<file path="src/rtl/pipeline_pkg.sv">
`default_nettype none
// ============================================================================
// Module      : pipeline_pkg
// Description : Shared constants, stage record and register-file read helper
// Revision    : 1.0 - initial release
// ============================================================================
package pipeline_pkg;

    localparam int XLEN     = 32;
    localparam int NREG     = 32;
    localparam int REGIDX_W = $clog2(NREG);

    localparam logic [XLEN-1:0] c_RF_BASE = 32'h1000_0000;

    typedef struct packed {
        logic [XLEN-1:0] pc;
        logic            valid;
    } stage_t;

    // x0 is hard-wired to zero; every other entry is its index offset from the base
    function automatic logic [XLEN-1:0] rf_read(input logic [REGIDX_W-1:0] idx);
        logic [XLEN-1:0] v;
        if (idx == '0) begin
            v = '0;
        end else begin
            v = c_RF_BASE + {{(XLEN-REGIDX_W){1'b0}}, idx};
        end
        return v;
    endfunction

endpackage
`default_nettype wire

</file>
<file path="src/rtl/pipeline_if.sv">
`default_nettype none
// ============================================================================
// Module      : pipeline_if
// Description : Pipeline control inputs and EX-stage result outputs
// Revision    : 1.0 - initial release
// ============================================================================
interface pipeline_if;
    import pipeline_pkg::*;

    logic            stall_if;
    logic            stall_id;
    logic            flush_if;
    logic            flush_id;
    logic [XLEN-1:0] pc_in;
    logic [XLEN-1:0] pc_out;
    logic [XLEN-1:0] regA;
    logic [XLEN-1:0] regB;

    modport master (
        output stall_if, stall_id, flush_if, flush_id, pc_in,
        input  pc_out, regA, regB
    );

    modport slave (
        input  stall_if, stall_id, flush_if, flush_id, pc_in,
        output pc_out, regA, regB
    );

endinterface
`default_nettype wire

</file>
<file path="src/rtl/pipe_stage_reg.sv">
`default_nettype none
// ============================================================================
// Module      : pipe_stage_reg
// Description : One {pc, valid} pipeline register with hold, bubble and flush
// Revision    : 1.0 - initial release
// ============================================================================
module pipe_stage_reg
    import pipeline_pkg::*;
(
    input  wire logic   clk,
    input  wire logic   reset,
    input  wire logic   i_hold,
    input  wire logic   i_bubble,
    input  wire logic   i_flush,
    input  wire stage_t i_d,
    output stage_t      o_q
);

    stage_t r_q;

    // Flush only kills valid; the pc field keeps following the hold/load path
    always_ff @(posedge clk or negedge reset) begin
        if (!reset) begin
            r_q <= '0;
        end else begin
            if (!i_hold) begin
                r_q.pc <= i_bubble ? '0 : i_d.pc;
            end
            if (i_flush) begin
                r_q.valid <= 1'b0;
            end else if (!i_hold) begin
                r_q.valid <= i_bubble ? 1'b0 : i_d.valid;
            end
        end
    end

    assign o_q = r_q;

endmodule
`default_nettype wire

</file>
<file path="src/rtl/pipeline_top.sv">
`default_nettype none
// ============================================================================
// Module      : pipeline_top
// Description : Three-stage IF/ID/EX pipeline with register-file operand read
// Revision    : 1.0 - initial release
// ============================================================================
module pipeline_top
    import pipeline_pkg::*;
(
    input  wire logic clk,
    input  wire logic reset,
    pipeline_if.slave bus
);

    stage_t                r_if;
    stage_t                r_id;
    stage_t                r_ex;
    stage_t                w_if_d;
    logic                  w_if_hold;
    logic [REGIDX_W-1:0]   w_rs1;
    logic [REGIDX_W-1:0]   w_rs2;
    logic [XLEN-1:0]       r_reg_a;
    logic [XLEN-1:0]       r_reg_b;

    assign w_if_hold = bus.stall_if | bus.stall_id;
    assign w_if_d    = '{pc: bus.pc_in, valid: 1'b1};

    pipe_stage_reg u_if_stage (
        .clk      (clk),
        .reset    (reset),
        .i_hold   (w_if_hold),
        .i_bubble (1'b0),
        .i_flush  (bus.flush_if),
        .i_d      (w_if_d),
        .o_q      (r_if)
    );

    pipe_stage_reg u_id_stage (
        .clk      (clk),
        .reset    (reset),
        .i_hold   (bus.stall_id),
        .i_bubble (bus.stall_if),
        .i_flush  (bus.flush_id),
        .i_d      (r_if),
        .o_q      (r_id)
    );

    pipe_stage_reg u_ex_stage (
        .clk      (clk),
        .reset    (reset),
        .i_hold   (1'b0),
        .i_bubble (bus.stall_id),
        .i_flush  (1'b0),
        .i_d      (r_id),
        .o_q      (r_ex)
    );

    // Register indices come straight from the word address; rs2 wraps in 5 bits
    assign w_rs1 = r_id.pc[6:2];
    assign w_rs2 = w_rs1 + 5'd1;

    always_ff @(posedge clk or negedge reset) begin
        if (!reset) begin
            r_reg_a <= '0;
            r_reg_b <= '0;
        end else if (bus.stall_id) begin
            r_reg_a <= '0;
            r_reg_b <= '0;
        end else begin
            r_reg_a <= rf_read(w_rs1);
            r_reg_b <= rf_read(w_rs2);
        end
    end

    assign bus.pc_out = r_ex.valid ? r_ex.pc : '0;
    assign bus.regA   = r_ex.valid ? r_reg_a : '0;
    assign bus.regB   = r_ex.valid ? r_reg_b : '0;

endmodule
`default_nettype wire

</file>
<file path="src/flat_wrapper.sv">
// flat-port wrapper written by rule: the top's interface ports become plain ports
module pipeline_top_flat import pipeline_pkg::*;
  (clk, reset, bus_stall_if, bus_stall_id, bus_flush_if, bus_flush_id, bus_pc_in, bus_pc_out, bus_regA, bus_regB);
  pipeline_if bus_i ();
  input  wire logic clk;
  input  wire logic reset;
  input wire logic [$bits(bus_i.stall_if)-1:0] bus_stall_if;
  input wire logic [$bits(bus_i.stall_id)-1:0] bus_stall_id;
  input wire logic [$bits(bus_i.flush_if)-1:0] bus_flush_if;
  input wire logic [$bits(bus_i.flush_id)-1:0] bus_flush_id;
  input wire logic [$bits(bus_i.pc_in)-1:0] bus_pc_in;
  output wire logic [$bits(bus_i.pc_out)-1:0] bus_pc_out;
  output wire logic [$bits(bus_i.regA)-1:0] bus_regA;
  output wire logic [$bits(bus_i.regB)-1:0] bus_regB;
  assign bus_i.stall_if = bus_stall_if;
  assign bus_i.stall_id = bus_stall_id;
  assign bus_i.flush_if = bus_flush_if;
  assign bus_i.flush_id = bus_flush_id;
  assign bus_i.pc_in = bus_pc_in;
  assign bus_pc_out = bus_i.pc_out;
  assign bus_regA = bus_i.regA;
  assign bus_regB = bus_i.regB;
  pipeline_top u_core (.clk(clk), .reset(reset), .bus(bus_i));
endmodule
</file>
<file path="config.mk">
export PLATFORM = sky130hd
export DESIGN_NAME = pipeline_top_flat
export DESIGN_NICKNAME = d
export VERILOG_FILES = /design/src/rtl/pipeline_pkg.sv /design/src/rtl/pipeline_if.sv /design/src/rtl/pipe_stage_reg.sv /design/src/rtl/pipeline_top.sv /design/src/flat_wrapper.sv
export SDC_FILE = /design/constraint.sdc
export NUM_CORES = 1
export LEC_CHECK = 0
export BUFFER_PORTS_ARGS = -buffer_cell sky130_fd_sc_hd__buf_2
export CAP_MARGIN = 20
export CORE_AREA = 2 2 117 85
export CTS_CLUSTER_DIAMETER = 120
export DETAILED_ROUTE_END_ITERATION = 6
export DIE_AREA = 0 0 119 87
export GPL_ROUTABILITY_DRIVEN = 0
export HOLD_SLACK_MARGIN = 0.05
export MAX_ROUTING_LAYER = met4
export PLACE_DENSITY = 0.78
export SETUP_SLACK_MARGIN = 0.05
export SLEW_MARGIN = 10
export SYNTH_ARGS = -nofsm -noshare
export SYNTH_HDL_FRONTEND = slang
export SYNTH_SLANG_ARGS = --single-unit
</file>
<file path="constraint.sdc">
create_clock -name clk -period 1.5 [get_ports clk]
set_input_delay 0.3 -clock clk [delete_from_list [all_inputs] [get_ports clk]]
set_output_delay 0.3 -clock clk [all_outputs]
set_load 0.1 [all_outputs]
</file>
; ---- Yosys cells after proc, flatten, opt, wreduce, memory -nomap -nowiden
; Cells that the tools add are included.
[op_classes]
n_addsub = 3
n_eq_ne = 2
muxes = 15
bitwise = 1
reduce_logical = 2
[ops]
columns = cell, count
row1 = $mux W32, 9
row2 = $add A29 B5 Y30 const A, 2
row3 = $logic_not A5 Y1, 2
row4 = $mux W1, 6
row5 = $add A5 B1 Y5 const B, 1
row6 = $ne A2 B1 Y1 const B, 1
row7 = $ne A2 B2 Y1 const B, 1
row8 = $or A1 B1 Y1, 1
[word_totals]
reg_bits = 163
inputBits = 38
wordCells = 31
out_inout_bits = 96

; ---- Depth between registers and ports, before layout
[depth]
ltp_word = 4
ltp_mapped = 6
mapped_depth_nobuf = 4

; ---- Modules after synthesis
; Synthesis repeated with hierarchy kept, for this count alone.
[hier_totals]
cells_unflattened = 559
area_unflattened_um2 = 5275.1
[modules_own_cells]
columns = module, area_each_um2, seq_area_each_um2, instances, cells_each
row1 = pipe_stage_reg, 1365.1, 825.8, 3, 139
row2 = pipeline_top, 1179.9, 300.3, 1, 142

; ---- Worst setup path after synthesis
; Ideal clock, no wire load.
[synth_path]
path_kind = flip-flop to output port
start = reg u_core.u_ex_stage.r_q, in the netlist u_core.u_ex_stage.o_q[0]
end = out bus_regA[4]
path_buffers = 2
arrival_time_ns = 1.809
setup_slack_ns = -0.609
stages_incl_launch_ff = 4
required_time_ns = 1.200
cell_sequence = dfrtp_1 clkbuf_1 and2_1 buf_4
[synth_between]
elab_chain_cells = 1
[synth_rtl]
columns = item, line_no
row1 = from (decl), pipe_stage_reg.sv:19  ; stage_t r_q;
row2 = $mux W32, pipeline_top.sv:76  ; assign bus.regA = r_ex.valid ? r_reg_a : '0;
row3 = to (decl), flat_wrapper.sv:13  ; output wire logic [$bits(bus_i.regA)-1:0] bus_regA;
; No other way between the ends.

; ---- Worst setup path in the final report
[layout_path]
start = reg u_core.u_ex_stage.r_q, in the netlist u_core.u_ex_stage.o_q[0]
end = out bus_regA[3]
; Same word-level chain as after synthesis.

==> summary.md <==
| Metric | Value |
|---|---|
| Root Buffer | `clkbuf_16` |
| First-pass iteration count of the detailed router | `4` |
| Period Utilization, post-route | `108%` |
| Fin. Hold Viols | `0` |
| Cell Area, Synth | `roughly 4600 um^2` |
| Hold crit path type | `in -> async` |
| Fmax | `0.616 GHz` |
| Syn_area_per_cell | `13.0 um^2` |
| Antenna Cells | `0` |
| CTS Buf Count | `9` |
| Antenna viol nets, final | `0` |
| Final Non-Filler Cells | `~560` |
| Post-synth cell types | `28` |
| Cell Pwr Density | `1160 nW/um^2` |
| Initial antenna violation count | `0` |
| Core Util, Final | `64.5%` |
| Core area | `9350 um^2` |
| CTS clk-pin slew, worst paths | `0.07 ns` |
| Max Cap Viol | `0` |
| Largest net degree at the start of global routing | `111` |
| Leakage | `2.90 nW` |
| GRT Residual Overflow | `0` |
| Power, Total | `6.97 mW` |
| Die ar. | `10400 um^2` |
| First-pass GRT wire length | `12500 um` |
| Critical Path Source Type | `flip-flop` |
| Die Y-Extent | `87 um` |
| Placed cell areas | `5680 um^2` |
| Fin area | `between 6000 and 7000 um^2` |
| Clock Latency Late Sink | `0.33 ns` |
| Vias in the first global route | `2511` |
| Number of synthesized register bits | `between 100 and 150` |
| Fin nets | `471` |
| Status | `complete, but fails checks` |
| Vias per Instance | `4.47` |
| Unrepaired setup endpoints after global routing | `true` |
| H-tree levels | `3` |
| Dpl cells | `547` |
| Maximum clock path buffer count | `2` |
| Critical path arrival | `roughly 1.3 ns` |
| TritonCTS clock tree | `done` |
| Layout cells sized above 1 | `between 40% and 50%` |
| Crit end category | `output port` |
| Wire length per cell | `13.6 um` |
| Synth Instances | `357` |
| Final setup vio count | `44` |
| Peak VDD IR | `0.000779 V` |
| Fin Clk Skew | `0.00846 ns` |
| Post-CTS Hold Buffers | `0` |
| CP max FO | `21` |
| Min Clock Period, post-route | `1.62 ns` |
| Setup ws final | `-0.123 ns` |
| Req. time, crit path | `1.20 ns` |
| # rows | `30` |
| Count of input and output buffers | `81` |
| Initial Util | `49.7%` |
| Sequential-to-total area share from yosys stat | `59.2%` |
| Routed via count | `2521` |
| Rel. slew slack | `62.9%` |
| DRT Wirelength | `between 7000 and 8000 um` |
| GRT Resource Usage Total | `15.8%` |
| Hpwl dp | `5140 um` |
| Worst slew pin tran | `0.556 ns` |
| R2R Setup Slk | `0.25 ns` |
| Pins Over Slew Limit | `0` |
| Area Overhead vs Synth | `29.7%` |
| Clk sinks | `110` |
| Die width | `119 um` |
| Starting DRT DRC Count | `62` |
| CP Class | `reg -> out` |
| Failing checks | `setup timing` |
| Post-route DRC | `0` |
| # IOs | `134` |
| Yosys synthesis warning count | `0` |
where the power goes:
group | switching [mW] | leakage (nW) | total, mW | internal (mW)
clock | 1.01 | 0.145 | 2.32 | 1.32
sequential | 0.176 | 1.41 | 3.45 | 3.28
combinational | 0.832 | 1.34 | 1.19 | 0.358
total | 2.01 | 2.90 | 6.97 | 4.95
synthesized netlist by cell type:
library cell	count	share of area (%)
conb_1	1	0.081
a211o_1	1	0.19
mux2_2	15	3.6
nor2b_1	34	4.6
mux2_4	17	5.5
nand2_1	2	0.16
inv_1	2	0.16
nor2_1	10	0.81
a22oi_1	1	0.16
buf_4	54	8.7
xor2_1	2	0.38
buf_2	6	0.65
buf_8	1	0.32
a22o_1	31	5.8
nor2_4	1	0.24
nand2b_1	1	0.13
a31oi_1	1	0.13
dfrtp_1	110	59
clkbuf_1	11	0.89
and2_1	43	5.8
nor4b_2	1	0.32
buf_6	3	0.73
nand3_1	2	0.22
nand4_1	1	0.13
o21ai_0	1	0.11
nor3_1	2	0.22
xnor2_1	1	0.19
ha_1	2	0.54
final cells by class:
class / count / area, um^2
Clock buffer: 11 / 233
Clock inverter: 5 / 65.1
Fill cell: 706 / 3320
Inverter: 2 / 7.51
Multi-Input combinational cell: 221 / 1630
Sequential cell: 110 / 2750
Tap cell: 128 / 160
Timing Repair Buffer: 87 / 1180
through the flow:
step / TNS, ns / hold slack [ns] / worst slack [ns]
floorplan: -0.101 / 0.00441 / -0.101
global placement: 0 / 0.406 / 0.179
detailed placement: 0 / 0.416 / 0.133
CTS: -4.14 / 0.0544 / -0.116
global route: -6.42 / 0.0746 / -0.173
finish: -4.08 / 0.0208 / -0.123
flip-flops by register name, summed over array words and instances (netlist names):
register               cells
u_core.u_ex_stage.o_q     32
u_core.u_id_stage.o_q     33
u_core.r_reg_a             6
u_core.r_reg_b             6
u_core.u_if_stage.o_q     33
worst max-delay path: stages (launching register included):
cell and delay, ns:
dfrtp_2 0.45, clkbuf_16 0.19, and2_2 0.19, buf_12 0.16
final timing paths:
kind / start / end / cells past startpoint
max in group asynchronous: reset / u_core.u_ex_stage.o_q[0] / 2
min in group clk: bus_flush_if / u_core.u_if_stage.o_q[0] / 2
setup / recovery: u_core.u_ex_stage.o_q[0] / bus_regA[3] / 3
hold reg to reg: u_core.u_if_stage.o_q[26] / u_core.u_id_stage.o_q[26] / 1
setup reg to reg: u_core.u_id_stage.o_q[3] / u_core.r_reg_a[28] / 4
hold / removal: reset / u_core.u_if_stage.o_q[18] / 2
placed cells by master, fill, tap and decap left out:
cell       instances
a31oi_1            1
nor2b_1           34
and2_4            17
ha_1               2
clkbuf_1           2
dfrtp_1          109
bufinv_16          1
inv_1              2
xnor2_1            1
nand2b_1           1
a22oi_1            1
and2_1             2
nand2_1            2
clkinv_4           1
buf_2             36
mux2_2            15
a211o_1            1
dfrtp_2            1
clkbuf_16         10
xor2_1             2
a22o_1            31
nand4_1            1
conb_1            52
nand3_1            2
mux2_4            17
nor2_4             1
buf_12            48
inv_6              3
buf_4              2
nor3_1             2
o21ai_0            1
nor2_1            10
and2_2            24
nor4b_2            1
metal layers:
layer | track usage (%) | vias up | wire (um)
li1 | - | 1213 | -
met1 | 20.8 | 1232 | 3550
met2 | 24.3 | 70 | 3690
met3 | 4.97 | 6 | 392
met4 | 4.00 | 0 | 36
met5 | - | - | 0
logic make-up after synthesis:
| family | count (synthesis) | synth area share (%) |
|---|---|---|
| AOI/OAI and AO/OA | 35 | 6.43 |
| xor gates and xnor gates | 3 | 0.565 |
| adders and majority gates | 2 | 0.538 |
| buffers and inverters | 77 | 11.5 |
| DFF | 110 | 59.2 |
| muxes | 32 | 9.12 |
| other | 1 | 0.0807 |
| and+or+nand+nor | 97 | 12.6 |
repair_timing:
action / 4_1_cts / 5_1_grt
gates resized for setup: 1 / 16
gates cloned: 0 / 1
buffers inserted: 0 / 0
setup endpoints to repair: 44 / 44
Note: power is estimated with default switching activity, not from simulation.
